==> src/rtl/tile_match_controller.sv <==
// Purpose: sequences a two-tile pick on the 16-entry colour RAM. It reads both tiles, then clears a matched
//          pair or shows a mismatched pair for HIDE_CYCLES.
// Latency: second-select edge -> READ -> COMPARE -> CLEAR/SHOW. The first CLEAR cycle comes 2 cycles after the second select.
// Backpressure: none. A select while busy (or in DONE) is dropped, not queued.
// Ports:
//   gameClk/reset        : clock, synchronous active-high reset
//   select/selIndex      : one-cycle tile pick strobe and index
//   addrA/writeA/weA/readA, addrB/writeB/weB/readB : dual-port colour RAM, 1-cycle registered read
//   revealMask/matchedMask : face-up-unmatched and matched tile masks for the renderer
//   busy/matchPulse/missPulse/pairsFound/moves/gameWon : game status
module tile_match_controller #(
   parameter int          HIDE_CYCLES   = 25000000,
   parameter logic [7:0]  CLEARED_COLOR = 8'h00,
   parameter int          NUM_PAIRS     = 8
) (
   input  logic        gameClk,
   input  logic        reset,
   input  logic        select,
   input  logic [3:0]  selIndex,
   output logic [3:0]  addrA,
   output logic [7:0]  writeA,
   output logic        weA,
   input  logic [7:0]  readA,
   output logic [3:0]  addrB,
   output logic [7:0]  writeB,
   output logic        weB,
   input  logic [7:0]  readB,
   output logic [15:0] revealMask,
   output logic [15:0] matchedMask,
   output logic        busy,
   output logic        matchPulse,
   output logic        missPulse,
   output logic [3:0]  pairsFound,
   output logic [7:0]  moves,
   output logic        gameWon
);

   localparam int         CW           = (HIDE_CYCLES > 1) ? $clog2(HIDE_CYCLES) : 1;
   localparam logic [3:0] PAIRS_TO_WIN = 4'(NUM_PAIRS);

   typedef enum logic [2:0] {
      IDLE, FIRST, READ, COMPARE, CLEAR, SHOW, DONE
   } state_t;

   state_t          state;
   logic [3:0]      firstIdx;
   logic [3:0]      secondIdx;
   logic [CW-1:0]   holdCnt;
   logic            validSel;
   logic [3:0]      pairsNext;

   // The RAM addresses are the index registers themselves, so they are stable from the select edge onward.
   assign addrA = firstIdx;
   assign addrB = secondIdx;

   assign validSel  = select && !matchedMask[selIndex] &&
                      ((state == IDLE) || ((state == FIRST) && (selIndex != firstIdx)));
   assign pairsNext = pairsFound + 4'd1;

   always_ff @(posedge gameClk) begin
      if (reset) begin
         state       <= IDLE;
         firstIdx    <= '0;
         secondIdx   <= '0;
         holdCnt     <= '0;
         revealMask  <= '0;
         matchedMask <= '0;
         busy        <= 1'b0;
         matchPulse  <= 1'b0;
         missPulse   <= 1'b0;
         weA         <= 1'b0;
         weB         <= 1'b0;
         writeA      <= '0;
         writeB      <= '0;
         pairsFound  <= '0;
         moves       <= '0;
         gameWon     <= 1'b0;
      end else begin
         // Pulses and write strobes last one cycle. They are re-raised only on entry to CLEAR or SHOW.
         matchPulse <= 1'b0;
         missPulse  <= 1'b0;
         weA        <= 1'b0;
         weB        <= 1'b0;
         writeA     <= '0;
         writeB     <= '0;

         case (state)
            IDLE: begin
               if (validSel) begin
                  firstIdx             <= selIndex;
                  revealMask[selIndex] <= 1'b1;
                  state                <= FIRST;
               end
            end
            FIRST: begin
               if (validSel) begin
                  secondIdx            <= selIndex;
                  revealMask[selIndex] <= 1'b1;
                  busy                 <= 1'b1;
                  state                <= READ;
               end
            end
            READ: begin
               // RAM samples addrA/addrB at the end of this cycle, and its data is valid in COMPARE.
               state <= COMPARE;
            end
            COMPARE: begin
               if (moves != 8'hFF) begin
                  moves <= moves + 8'd1;
               end
               if (readA == readB) begin
                  weA        <= 1'b1;
                  weB        <= 1'b1;
                  writeA     <= CLEARED_COLOR;
                  writeB     <= CLEARED_COLOR;
                  matchPulse <= 1'b1;
                  state      <= CLEAR;
               end else begin
                  missPulse <= 1'b1;
                  holdCnt   <= CW'(HIDE_CYCLES - 1);
                  state     <= SHOW;
               end
            end
            CLEAR: begin
               matchedMask[firstIdx]  <= 1'b1;
               matchedMask[secondIdx] <= 1'b1;
               revealMask[firstIdx]   <= 1'b0;
               revealMask[secondIdx]  <= 1'b0;
               pairsFound             <= pairsNext;
               busy                   <= 1'b0;
               if (pairsNext == PAIRS_TO_WIN) begin
                  gameWon <= 1'b1;
                  state   <= DONE;
               end else begin
                  state <= IDLE;
               end
            end
            SHOW: begin
               // The counter is loaded with HIDE_CYCLES-1 and exits on zero, so SHOW lasts HIDE_CYCLES cycles.
               if (holdCnt == '0) begin
                  revealMask[firstIdx]  <= 1'b0;
                  revealMask[secondIdx] <= 1'b0;
                  busy                  <= 1'b0;
                  state                 <= IDLE;
               end else begin
                  holdCnt <= holdCnt - 1'b1;
               end
            end
            DONE: begin
               gameWon <= 1'b1;
            end
            default: begin
               state <= IDLE;
            end
         endcase
      end
   end

endmodule

==> config.mk <==
export PLATFORM = sky130hd
export DESIGN_NAME = tile_match_controller
export DESIGN_NICKNAME = d
export VERILOG_FILES = /design/src/rtl/tile_match_controller.sv
export SDC_FILE = /design/constraint.sdc
export NUM_CORES = 1
export LEC_CHECK = 0
export ABC_AREA = 1
export CAP_MARGIN = 10
export CORE_ASPECT_RATIO = 0.9
export CORE_MARGIN = 5
export CORE_UTILIZATION = 55
export DETAILED_ROUTE_END_ITERATION = 8
export PLACE_DENSITY = 0.84
export SYNTH_ARGS = -nofsm -noshare
export SYNTH_HDL_FRONTEND = slang
export SYNTH_SLANG_ARGS = --single-unit
==> constraint.sdc <==
create_clock -name gameClk -period 2.9 [get_ports gameClk]
set_clock_uncertainty 0.1 [all_clocks]
set_input_delay 0.29 -clock gameClk [delete_from_list [all_inputs] [get_ports gameClk]]
set_output_delay 0.29 -clock gameClk [all_outputs]
set_load 0.02 [all_outputs]
==> reports/results.txt, run 1 <==
WL met1: 5790 um
GRT Total Usage: 25.5%
Clock Latency Late Sink: 0.36 ns
largest area contributor in the netlist: dfxtp_1
routability cong.: 0.944
DP Wirelength: 9950 um
drt pass-1 iters: 5
CP Launch Type: primary input
setup tns final: 0 ns
Max-cap violations: 0
Worst Setup End Kind: register
endpoints failing setup: 0
Tmin final: 2.18 ns
Seq/Total Area, Yosys: 35.1%
status: finished, final reports clean
Cells after Synth: 703
drt drc: 0
syn_area_per_cell: 6.81 um^2
combinational share of power: 51.3%
Sw Pwr: 2.34 mW
Peak Freq: 0.459 GHz
vias in the first global route: 4,564
Post-DRT Antenna Nets: 0
Post-CTS Hold Buffers: 0
Final Max Tran Viols: 0
GRT overflow: 0
H-tree depth: 3
final-stage net count: 800
P_leak: 2.35 nW
most common flop cell mapped by yosys: dfxtp_1
met3 routed wirelength: 1210 um
post-synthesis cell type count: 41
vias: 4,940
fillers: 757
share of the synthesized area in the top cell type: 35.1%
Worst VDD drop: 392 uV
Ys Warns: 0
Post-Layout Inst Area: 5790 um^2
top-count cell post-synth: nand2_1
pin count of the biggest net entering global routing: 60
CP Class: primary input to register
ANT cells: 0
Synth top cells by count: nand2_1, a21oi_1, nor2_1
internal power: 2.80 mW
met2 wire length: 6330 um
die height: 98.5 um
RSZ-0062 raised after global routing: false
wire per inst: 15.2 um
1st-iter DRT viols: 402
overall routed net length: 13,600 um
Core Region: 8530 um^2
Flop pwr share: 30.1%
Initial Utilization: 56.1%
uppermost routed layer: met4
# IOs: 97
clk sinks: 84
CTS Buffer Depth: 2
#FFs+latches synth: 84
die area: 10,700 um^2
Final Hold Vio Count: 0
row cnt: 32
Crit path arrival time: 2.30 ns
setup bufs post-CTS: 0
Worst Path Max Fanout: 19
dominant cells by area after synthesis: dfxtp_1, nand2_1, a21oi_1
Clock Tree Root: clkbuf_8
Clock Power Share: 18.7%
Final period util: 75.1%
EDFF count, synth: 0
vias per std cell: 5.51
I/O Buffers: 80
required time worst endpoint: 3.02 ns
synthesized area: 4790 um^2
initial antenna violation count: 0
first-pass GRT wire length: 21,900 um
layout cells sized above 1: 7.46%
die width: 108 um
Seq. cell area: 1680 um^2
switching share of power: 45.5%
Reg clk slew, reported paths: 0.09 ns
ys async rst share: 0%
worst slew pin tran: 0.714 ns
multi-input combinational cell area: 2640 um^2
Post-CTS Resized: 0
min-delay worst type: register to register
worst-case headroom to the max-slew limit: 52.3%
hold_ws: 0.393 ns
Post-Place Cell Area: 5560 um^2
Cell Pwr Density: 887 nW/um^2
clock tree from TritonCTS: done
TritonCTS buffer count: 9
synth-to-layout area growth: 20.9%
## cell families (layout without fill, tap and decap cells)
logic type	count (synthesis)	count (layout)	share of synthesized area (%)
other cells	1	16	0.0784
xor+xnor	25	25	4.58
simple gates	330	330	30.8
fa+ha+maj	4	4	1.05
flops	84	84	35.1
compound gates	149	149	17.4
buf+inv	110	170	11.0
## power by group through the flow
stage	registers [mW]	clock network, mW	logic, mW
finish	1.54	0.959	2.63
global route	1.57	1.02	2.93
CTS	1.54	0.966	2.59
detailed placement	1.56	0	2.56
global placement	1.55	0	2.52
floorplan	1.60	0	1.92
## through the flow
stage / std cells / utilization (%) / total power, mW / setup slack (ns)
4_1_cts: 897 / 67.9 / 5.09 / 0.769
2_1_floorplan: 718 / - / 3.52 / 1.04
6_report: 897 / 67.9 / 5.14 / 0.723
5_1_grt: 897 / 67.9 / 5.52 / 0.516
3_3_place_gp: 881 / 65.2 / 4.08 / 0.475
3_5_place_dp: 881 / 65.2 / 4.12 / 0.379
## worst paths after layout
path,start,to,slack (ns),cells past startpoint
max,selIndex[1],revealMask[7]$_SDFFE_PP0P_,0.72,12
min,holdCnt[21]$_SDFFE_PP0P_,holdCnt[21]$_SDFFE_PP0P_,0.39,2
max reg2reg,holdCnt[0]$_SDFFE_PP0P_,holdCnt[22]$_SDFFE_PP0P_,0.73,8
min reg2reg,holdCnt[21]$_SDFFE_PP0P_,holdCnt[21]$_SDFFE_PP0P_,0.39,2
## critical path: stages
cell             delay, ns
clkdlybuf4s50_1       0.71
nor2_1                0.18
nand2_1               0.10
nand2_1               0.06
nor2_2                0.09
nor2_2                0.05
nor2_4                0.13
nand3_4               0.21
nand2_4               0.24
nand3_1               0.10
nand2_1               0.09
a21oi_1               0.06
## cell type report
type / count / area share (%)
clock buffers: 10 / 2.38
clock inverters: 6 / 1.49
inverters: 68 / 4.41
multi-input cells: 524 / 45.6
flip-flops and latches: 84 / 29.1
well taps: 119 / 2.57
repair buffers: 86 / 14.5
## state kept, by name, summed over array words and instances (netlist names), 3 cells and up
signal,flops
holdCnt,25
matchedMask,16
revealMask,16
moves,8
addrA,4
addrB,4
pairsFound,4
state,3
## routing by layer
metal | track usage [%] | up-vias
li1 | - | 2423
met1 | 33.2 | 2240
met2 | 42.2 | 257
met3 | 5.57 | 20
met4 | 7.96 | 0
met5 | 0 | -
## cells in the final DEF, fill, tap and decap left out, types with 2 or more instances in the layout
| cell | count |
|---|---|
| nor2_1 | 89 |
| nor3_1 | 12 |
| o21ai_0 | 29 |
| nand4_1 | 8 |
| a21oi_1 | 92 |
| o31ai_1 | 2 |
| bufinv_16 | 2 |
| ha_1 | 4 |
| o211ai_1 | 2 |
| clkinv_2 | 2 |
| o21ai_1 | 3 |
| dfxtp_1 | 84 |
| nand2_1 | 129 |
| a22o_1 | 15 |
| nor4_1 | 3 |
| clkbuf_8 | 10 |
| xnor2_1 | 4 |
| buf_4 | 6 |
| inv_2 | 12 |
| nand2_2 | 3 |
| nand3_1 | 57 |
| or2_0 | 8 |
| nor2_2 | 4 |
| nor2_4 | 4 |
| clkdlybuf4s50_1 | 79 |
| or2_2 | 7 |
| inv_1 | 56 |
| xor2_1 | 21 |
| conb_1 | 16 |
(Power assumes the default switching activity.)
==> run 2, diff against run 1 <==
--- a/config.mk
+++ b/config.mk
@@ -9,9 +9,9 @@
 export CAP_MARGIN = 10
 export CORE_ASPECT_RATIO = 0.9
 export CORE_MARGIN = 5
-export CORE_UTILIZATION = 55
+export CORE_UTILIZATION = 47
 export DETAILED_ROUTE_END_ITERATION = 8
-export PLACE_DENSITY = 0.84
+export PLACE_DENSITY = 0.76
 export SYNTH_ARGS = -nofsm -noshare
 export SYNTH_HDL_FRONTEND = slang
 export SYNTH_SLANG_ARGS = --single-unit
==> constraint.sdc (replaced) <==
create_clock -name gameClk -period 1.9 [get_ports gameClk]
set_clock_uncertainty 0.1 [all_clocks]
set_input_delay 0.19 -clock gameClk [delete_from_list [all_inputs] [get_ports gameClk]]
set_output_delay 0.19 -clock gameClk [all_outputs]
set_load 0.02 [all_outputs]
==> run 2 against run 1 <==
Against the previous run: sequential share of layout area down 2.6 points; routed wire length up 5.0%; highest routed layer unchanged; cell count up 6.2%; first-iteration DRC count down 25%; critical path type is now register to register; largest power group unchanged.
==> reports/results.txt, run 2 (synthesis results as in run 1) <==
DP Wirelength: 10,300 um (+3.6%)
Cell Pwr Density: 1380 nW/um^2 (+56%)
synth-to-layout area growth: 34.7%
layout cells sized above 1: 18.8% (+11 points)
die height: 106 um (+7.3%)
r2r setup slk: 0.06 ns (-0.67 ns)
Initial Utilization: 47.3% (-8.8 points)
drt pass-1 iters: 4 (-1)
worst slew pin tran: 0.646 ns (-0.0676 ns)
Post-Layout Inst Area: 6450 um^2 (+11%)
pin count of the biggest net entering global routing: 60 (unchanged)
overall routed net length: 14,300 um (+5.0%)
endpoints failing setup: 0 (unchanged)
die width: 116 um (+7.4%)
min-delay worst type: primary input to register
hold depth: 3 (+1)
R2R Path Start: holdCnt[14]$_SDFFE_PP0P_
clk sinks: 84 (unchanged)
Top reg by flops: holdCnt
Final period util: 97.0%
CP max stage cell: dfxtp_2
Post-Place Cell Area: 5890 um^2 (+5.9%)
dpl cells: 928 (+5.3%)
most frequent cells in the layout: nand2_1, a21oi_1, nor2_1
status: finished, final reports clean
worst r2r path cells: 13 (+5)
setup tns final: 0 ns (unchanged)
P_leak: 2.73 nW (+16%)
Util after Layout: 63.7% (-4.1 points)
Tmin final: 1.84 ns
Final Max Tran Viols: 0 (unchanged)
I/O Buffers: 80 (unchanged)
first-pass GRT wire length: 22,400 um (+2.0%)
critical path's top delay family: simple AND/OR/NAND/NOR gates
1st-iter DRT viols: 302 (-25%)
switching share of power: 43.5% (-2.0 points)
GRT Total Usage: 22.6% (-2.9 points)
GRT overflow: 0 (unchanged)
Core Region: 10,100 um^2 (+19%)
Sw Pwr: 3.88 mW (+66%)
internal power: 5.05 mW (+80%)
wire per inst: 15.0 um (-1.2%)
vias: 5,046 (+2.1%)
die area: 12,300 um^2 (+15%)
Worst VDD drop: 1060 uV (+170%)
CP most frequent cell: nor2_4
Reg clk slew, reported paths: 0.07 ns (-0.02 ns)
# IOs: 97 (unchanged)
biggest regs: holdCnt: 25 flops, matchedMask: 16 flops, revealMask: 16 flops
Flop pwr share: 26.7% (-3.4 points)
CP Launch Type: register
clock tree from TritonCTS: done
slowest stage delay, CP: 0.33 ns (-0.38 ns)
max reg flops: 25 (unchanged)
Clock Power Share: 20.1% (+1.4 points)
critical path cell sequence: inv_2 > nand2_1 > nor2_4 > nand2_2 > nor2_4 > nand3_2 > nand2_2 > inv_2 > nor2_4 > clkbuf_16 > nand3_1 > nand2_1 > a21oi_1
worst-case headroom to the max-slew limit: 56.9% (+4.6 points)
Overall Power: 8.93 mW (+74%)
RSZ-0062 raised after global routing: true
Clock Latency Late Sink: 0.35 ns (about the same)
required time worst endpoint: 2.00 ns (-1.02 ns)
CTS Buffer Depth: 2 (unchanged)
CP Class: register to register
drt drc: 0 (unchanged)
Max-cap violations: 0 (unchanged)
vias per std cell: 5.29 (-3.9%)
Peak Freq: 0.543 GHz
R2R Path End: revealMask[2]$_SDFFE_PP0P_
fillers: 892 (+18%)
H-tree depth: 3 (unchanged)
Clock Tree Root: clkbuf_16
Post-DRT Antenna Nets: 0 (unchanged)
combinational share of power: 53.3% (+2.0 points)
vias in the first global route: 4,692 (+2.8%)
Worst Setup End Kind: register
TritonCTS buffer count: 9 (unchanged)
row cnt: 35 (+9.4%)
Final Hold Vio Count: 0 (unchanged)
routability cong.: 0.940 (-0.35%)
hold_sp: selIndex[3]
Hold EP: addrB[3]$_SDFFE_PP0P_
most common cell after layout, fill and taps aside: nand2_1
Crit path arrival time: 1.95 ns (-0.35 ns)
ANT cells: 0 (unchanged)
final-stage net count: 846 (+5.8%)
post-route insts no fill: 953 (+6.2%)
initial antenna violation count: 0 (unchanged)
Worst Path Max Fanout: 8 (-11)
Buf/Inv on CP: 3 (+2)
[run 2: what timing repair did]
item                                    in CTS  in global routing
setup buffers                                0                  8
resized for setup                            1                 66
hold buffers                                 0                  0
cloned                                       0                  1
pin swaps                                    0                 14
endpoints found under the setup margin      15                 61
[run 2: how the worst max path moves through the flow]
stage	start	end	depth (start not counted)
global route	holdCnt[6]$_SDFFE_PP0P_	revealMask[13]$_SDFFE_PP0P_	11
detailed placement	selIndex[0]	revealMask[12]$_SDFFE_PP0P_	14
global placement	selIndex[0]	revealMask[7]$_SDFFE_PP0P_	12
floorplan	moves[0]$_SDFFE_PP0P_	moves[5]$_SDFFE_PP0P_	8
CTS	selIndex[0]	revealMask[6]$_SDFFE_PP0P_	14
finish	holdCnt[14]$_SDFFE_PP0P_	revealMask[2]$_SDFFE_PP0P_	13
[run 2: worst register-to-register path, stage by stage, from the launching register on]
cell       delay, ns
dfxtp_2         0.33
inv_2           0.07
nand2_1         0.08
nor2_4          0.12
nand2_2         0.08
nor2_4          0.10
nand3_2         0.08
nand2_2         0.11
inv_2           0.06
nor2_4          0.18
clkbuf_16       0.18
nand3_1         0.08
nand2_1         0.07
a21oi_1         0.05
[run 2: final cells by class]
cell class	count	area (um^2)	share of cell area (%)
Multi-Input combinational cell	524	2760	42.8
Sequential cell	84	1710	26.5
Timing Repair Buffer	132	1250	19.4
Inverter	68	258	4.00
Clock buffer	10	239	3.71
Tap cell	129	161	2.50
Clock inverter	6	63.8	0.990
[run 2: metal layers]
| metal | routed length [um] | vias to the layer above | track usage (%) |
|---|---|---|---|
| met5 | 0 | - | 0 |
| met4 | 379 | 0 | 8.45 |
| met3 | 976 | 27 | 4.99 |
| li1 | - | 2507 | - |
| met2 | 6810 | 176 | 36.6 |
| met1 | 6120 | 2336 | 29.1 |
[run 2: power by group through the flow]
stage	Clock, mW	Sequential (mW)	Combinational [mW]
finish	1.79	2.38	4.76
floorplan	0	2.45	2.93
CTS	1.83	2.33	4.34
detailed placement	0	2.36	4.29
global route	1.88	2.42	5.23
global placement	0	2.35	4.24
[run 2: per-stage QoR]
| step | hold slack [ns] | worst slack, ns |
|---|---|---|
| 4_1_cts | 0.283 | 0.00316 |
| 5_1_grt | 0.152 | -0.0523 |
| 2_1_floorplan | 0.230 | 0.0439 |
| 3_5_place_dp | 0.369 | -0.367 |
| 6_report | 0.110 | 0.0567 |
| 3_3_place_gp | 0.365 | -0.332 |
==> run 3, diff against run 2 <==
--- a/config.mk
+++ b/config.mk
@@ -7,7 +7,7 @@
 export LEC_CHECK = 0
 export ABC_AREA = 1
 export CAP_MARGIN = 10
-export CORE_ASPECT_RATIO = 0.9
+export CORE_ASPECT_RATIO = 1.2
 export CORE_MARGIN = 5
 export CORE_UTILIZATION = 47
 export DETAILED_ROUTE_END_ITERATION = 8
==> run 3 against run 2 <==
Against the previous run: the run now ends with negative setup slack left; sequential power about the same; clock power about the same; maximum frequency decreased by 4.4%; global-route usage increased by 1.0 points; final area increased by 1.3%; non-clock buffer count increased by 5; worst hold slack improved by 0.024 ns; count of clock-buffer cells in the layout decreased by 1; worst setup slack got worse by 0.085 ns; combinational power increased by 3%; largest cell class unchanged.
==> reports/results.txt, run 3 (synthesis results as in run 1) <==
status: finished, violations left
failing checks: negative setup slack
RSZ-0062 raised after global routing: true
min-delay worst type: primary input to register
Final WS setup: -0.0283 ns (-0.0850 ns)
Worst VDD drop: 717 uV (-32%)
multi-input combinational cell area: 2810 um^2 (+1.5%)
layout cells sized above 1: 19.9% (+1.0 points)
Final Hold Vio Count: 0 (unchanged)
TritonCTS buffer count: 9 (unchanged)
most common cell after layout, fill and taps aside: nand2_1
vias: 5,202 (+3.1%)
Initial Utilization: 47.8% (+0.50 points)
die height: 121 um (+14%)
initial antenna violation count: 0 (unchanged)
CP Launch Type: register
# IOs: 97 (unchanged)
die width: 102 um (-12%)
R2R Path Start: holdCnt[12]$_SDFFE_PP0P_
required time worst endpoint: 2.01 ns (about the same)
Clock Latency Late Sink: 0.34 ns (about the same)
Clock Tree Root: clkbuf_16
endpoints failing setup: 6 (+6)
most frequent cells in the layout: nand2_1, a21oi_1, nor2_1
DP Wirelength: 10,700 um (+3.8%)
Post-DRT Antenna Nets: 0 (unchanged)
1st-iter DRT viols: 408 (+35%)
GRT overflow: 0 (unchanged)
internal power: 5.08 mW (+0.68%)
Max-cap violations: 0 (unchanged)
clk sinks: 84 (unchanged)
CP Class: register to register
Tmin final: 1.93 ns (+0.0850 ns)
Post-Place Cell Area: 5910 um^2 (+0.32%)
biggest regs: holdCnt: 25 flops, matchedMask: 16 flops, revealMask: 16 flops
Post-CTS Hold Buffers: 0 (unchanged)
Crit path arrival time: 2.04 ns (+0.09 ns)
combinational share of power: 54.0% (+0.7 points)
max reg flops: 25 (unchanged)
final-stage net count: 853 (+0.83%)
vias in the first global route: 4,860 (+3.6%)
Post-Layout Inst Area: 6530 um^2 (+1.3%)
clock tree from TritonCTS: done
synth-to-layout area growth: 36.5%
Sw Pwr: 4.00 mW (+3.0%)
Worst setup startpoint: holdCnt[12]$_SDFFE_PP0P_
Final period util: 101% (+4.5 points)
GRT Total Usage: 23.6% (+1.0 points)
Seq. cell area: 1700 um^2 (-0.29%)
drt drc: 0 (unchanged)
H-tree depth: 3 (unchanged)
first-pass GRT wire length: 23,500 um (+5.1%)
ANT cells: 0 (unchanged)
Clock Power Share: 19.9% (-0.2 points)
Cell Pwr Density: 1390 nW/um^2 (+0.38%)
Top reg by flops: holdCnt
pin count of the biggest net entering global routing: 33 (-45%)
wire per inst: 15.4 um (+3.0%)
fillers: 868 (-2.7%)
I/O Buffers: 80 (unchanged)
Final Max Tran Viols: 0 (unchanged)
Worst Setup End Kind: register
vias per std cell: 5.44 (+2.7%)
Peak Freq: 0.519 GHz (-4.4%)
routability cong.: 0.938 (-0.21%)
overall routed net length: 14,800 um (+3.5%)
Reg clk slew, reported paths: 0.07 ns (about the same)
setup tns final: -0.0501 ns (-0.0501 ns)
CTS Buffer Depth: 2 (unchanged)
row cnt: 40 (+14%)
Worst Path Max Fanout: 8 (unchanged)
Flop pwr share: 26.1% (-0.6 points)
die area: 12,300 um^2 (about the same)
P_leak: 2.73 nW (+0.13%)
drt pass-1 iters: 5 (+1)
switching share of power: 44.0% (+0.56 points)
Core Region: 10,000 um^2 (-1.1%)
hold_sp: reset
==> run 3: path summary, 6_finish.rpt <==
kind / depth (start not counted) / end / slack (ns)
min reg2reg: 2 / busy$_SDFFE_PP0P_ / 0.38
min: 2 / matchedMask[11]$_SDFFE_PP0N_ / 0.13
max: 13 / revealMask[4]$_SDFFE_PP0P_ / -0.03
max reg2reg: 13 / revealMask[4]$_SDFFE_PP0P_ / -0.03
==> run 3: what timing repair did <==
action	CTS	global route
endpoints found under the hold margin	0	0
pin swaps	1	17
setup buffers	0	9
endpoints found under the setup margin	3	52
cloned	2	2
resized for setup	2	65
==> run 3: worst max-delay path: stages, from the launching register on <==
cell and delay [ns]:
dfxtp_2 0.34, inv_2 0.08, nand2_2 0.07, nor2_4 0.14
nand2_2 0.08, nor2_4 0.10, nand3_2 0.09, nand2_2 0.11
inv_2 0.05, nor2_4 0.22, clkbuf_16 0.20, nand3_1 0.07
nand2_1 0.07, a21oi_1 0.06
==> run 3: cell type report <==
type                            count  share of cell area [%]
Multi-Input combinational cell    526                    43.0
Sequential cell                    84                    26.1
Timing Repair Buffer              137                    19.9
Inverter                           68                    3.95
Clock buffer                        9                    3.45
Tap cell                          126                    2.41
Clock inverter                      7                    1.23
==> run 3: power groups by stage <==
stage	clock (mW)	combinational [mW]	sequential, mW
floorplan	0	2.93	2.45
global placement	0	4.18	2.34
detailed placement	0	4.27	2.35
CTS	1.84	4.38	2.32
global route	1.93	5.40	2.40
finish	1.80	4.91	2.37
==> run 3: per-stage QoR <==
step	utilization [%]	instances	setup slack, ns	power, mW	hold slack (ns)
after floorplan	-	718	0.0439	5.38	0.230
after global placement	59.0	928	-0.296	6.52	0.364
after detailed placement	59.0	928	-0.352	6.62	0.374
after CTS	62.5	946	0.000243	8.53	0.130
after global routing	65.3	957	-0.105	9.73	0.136
final	65.3	957	-0.0283	9.08	0.134
==> run 3: per-layer routing <==
metal | global-route usage, % | routed length [um]
met1 | 28.7 | 5780
met2 | 39.8 | 7440
met3 | 3.92 | 965
met4 | 11.4 | 600
met5 | 0 | 0
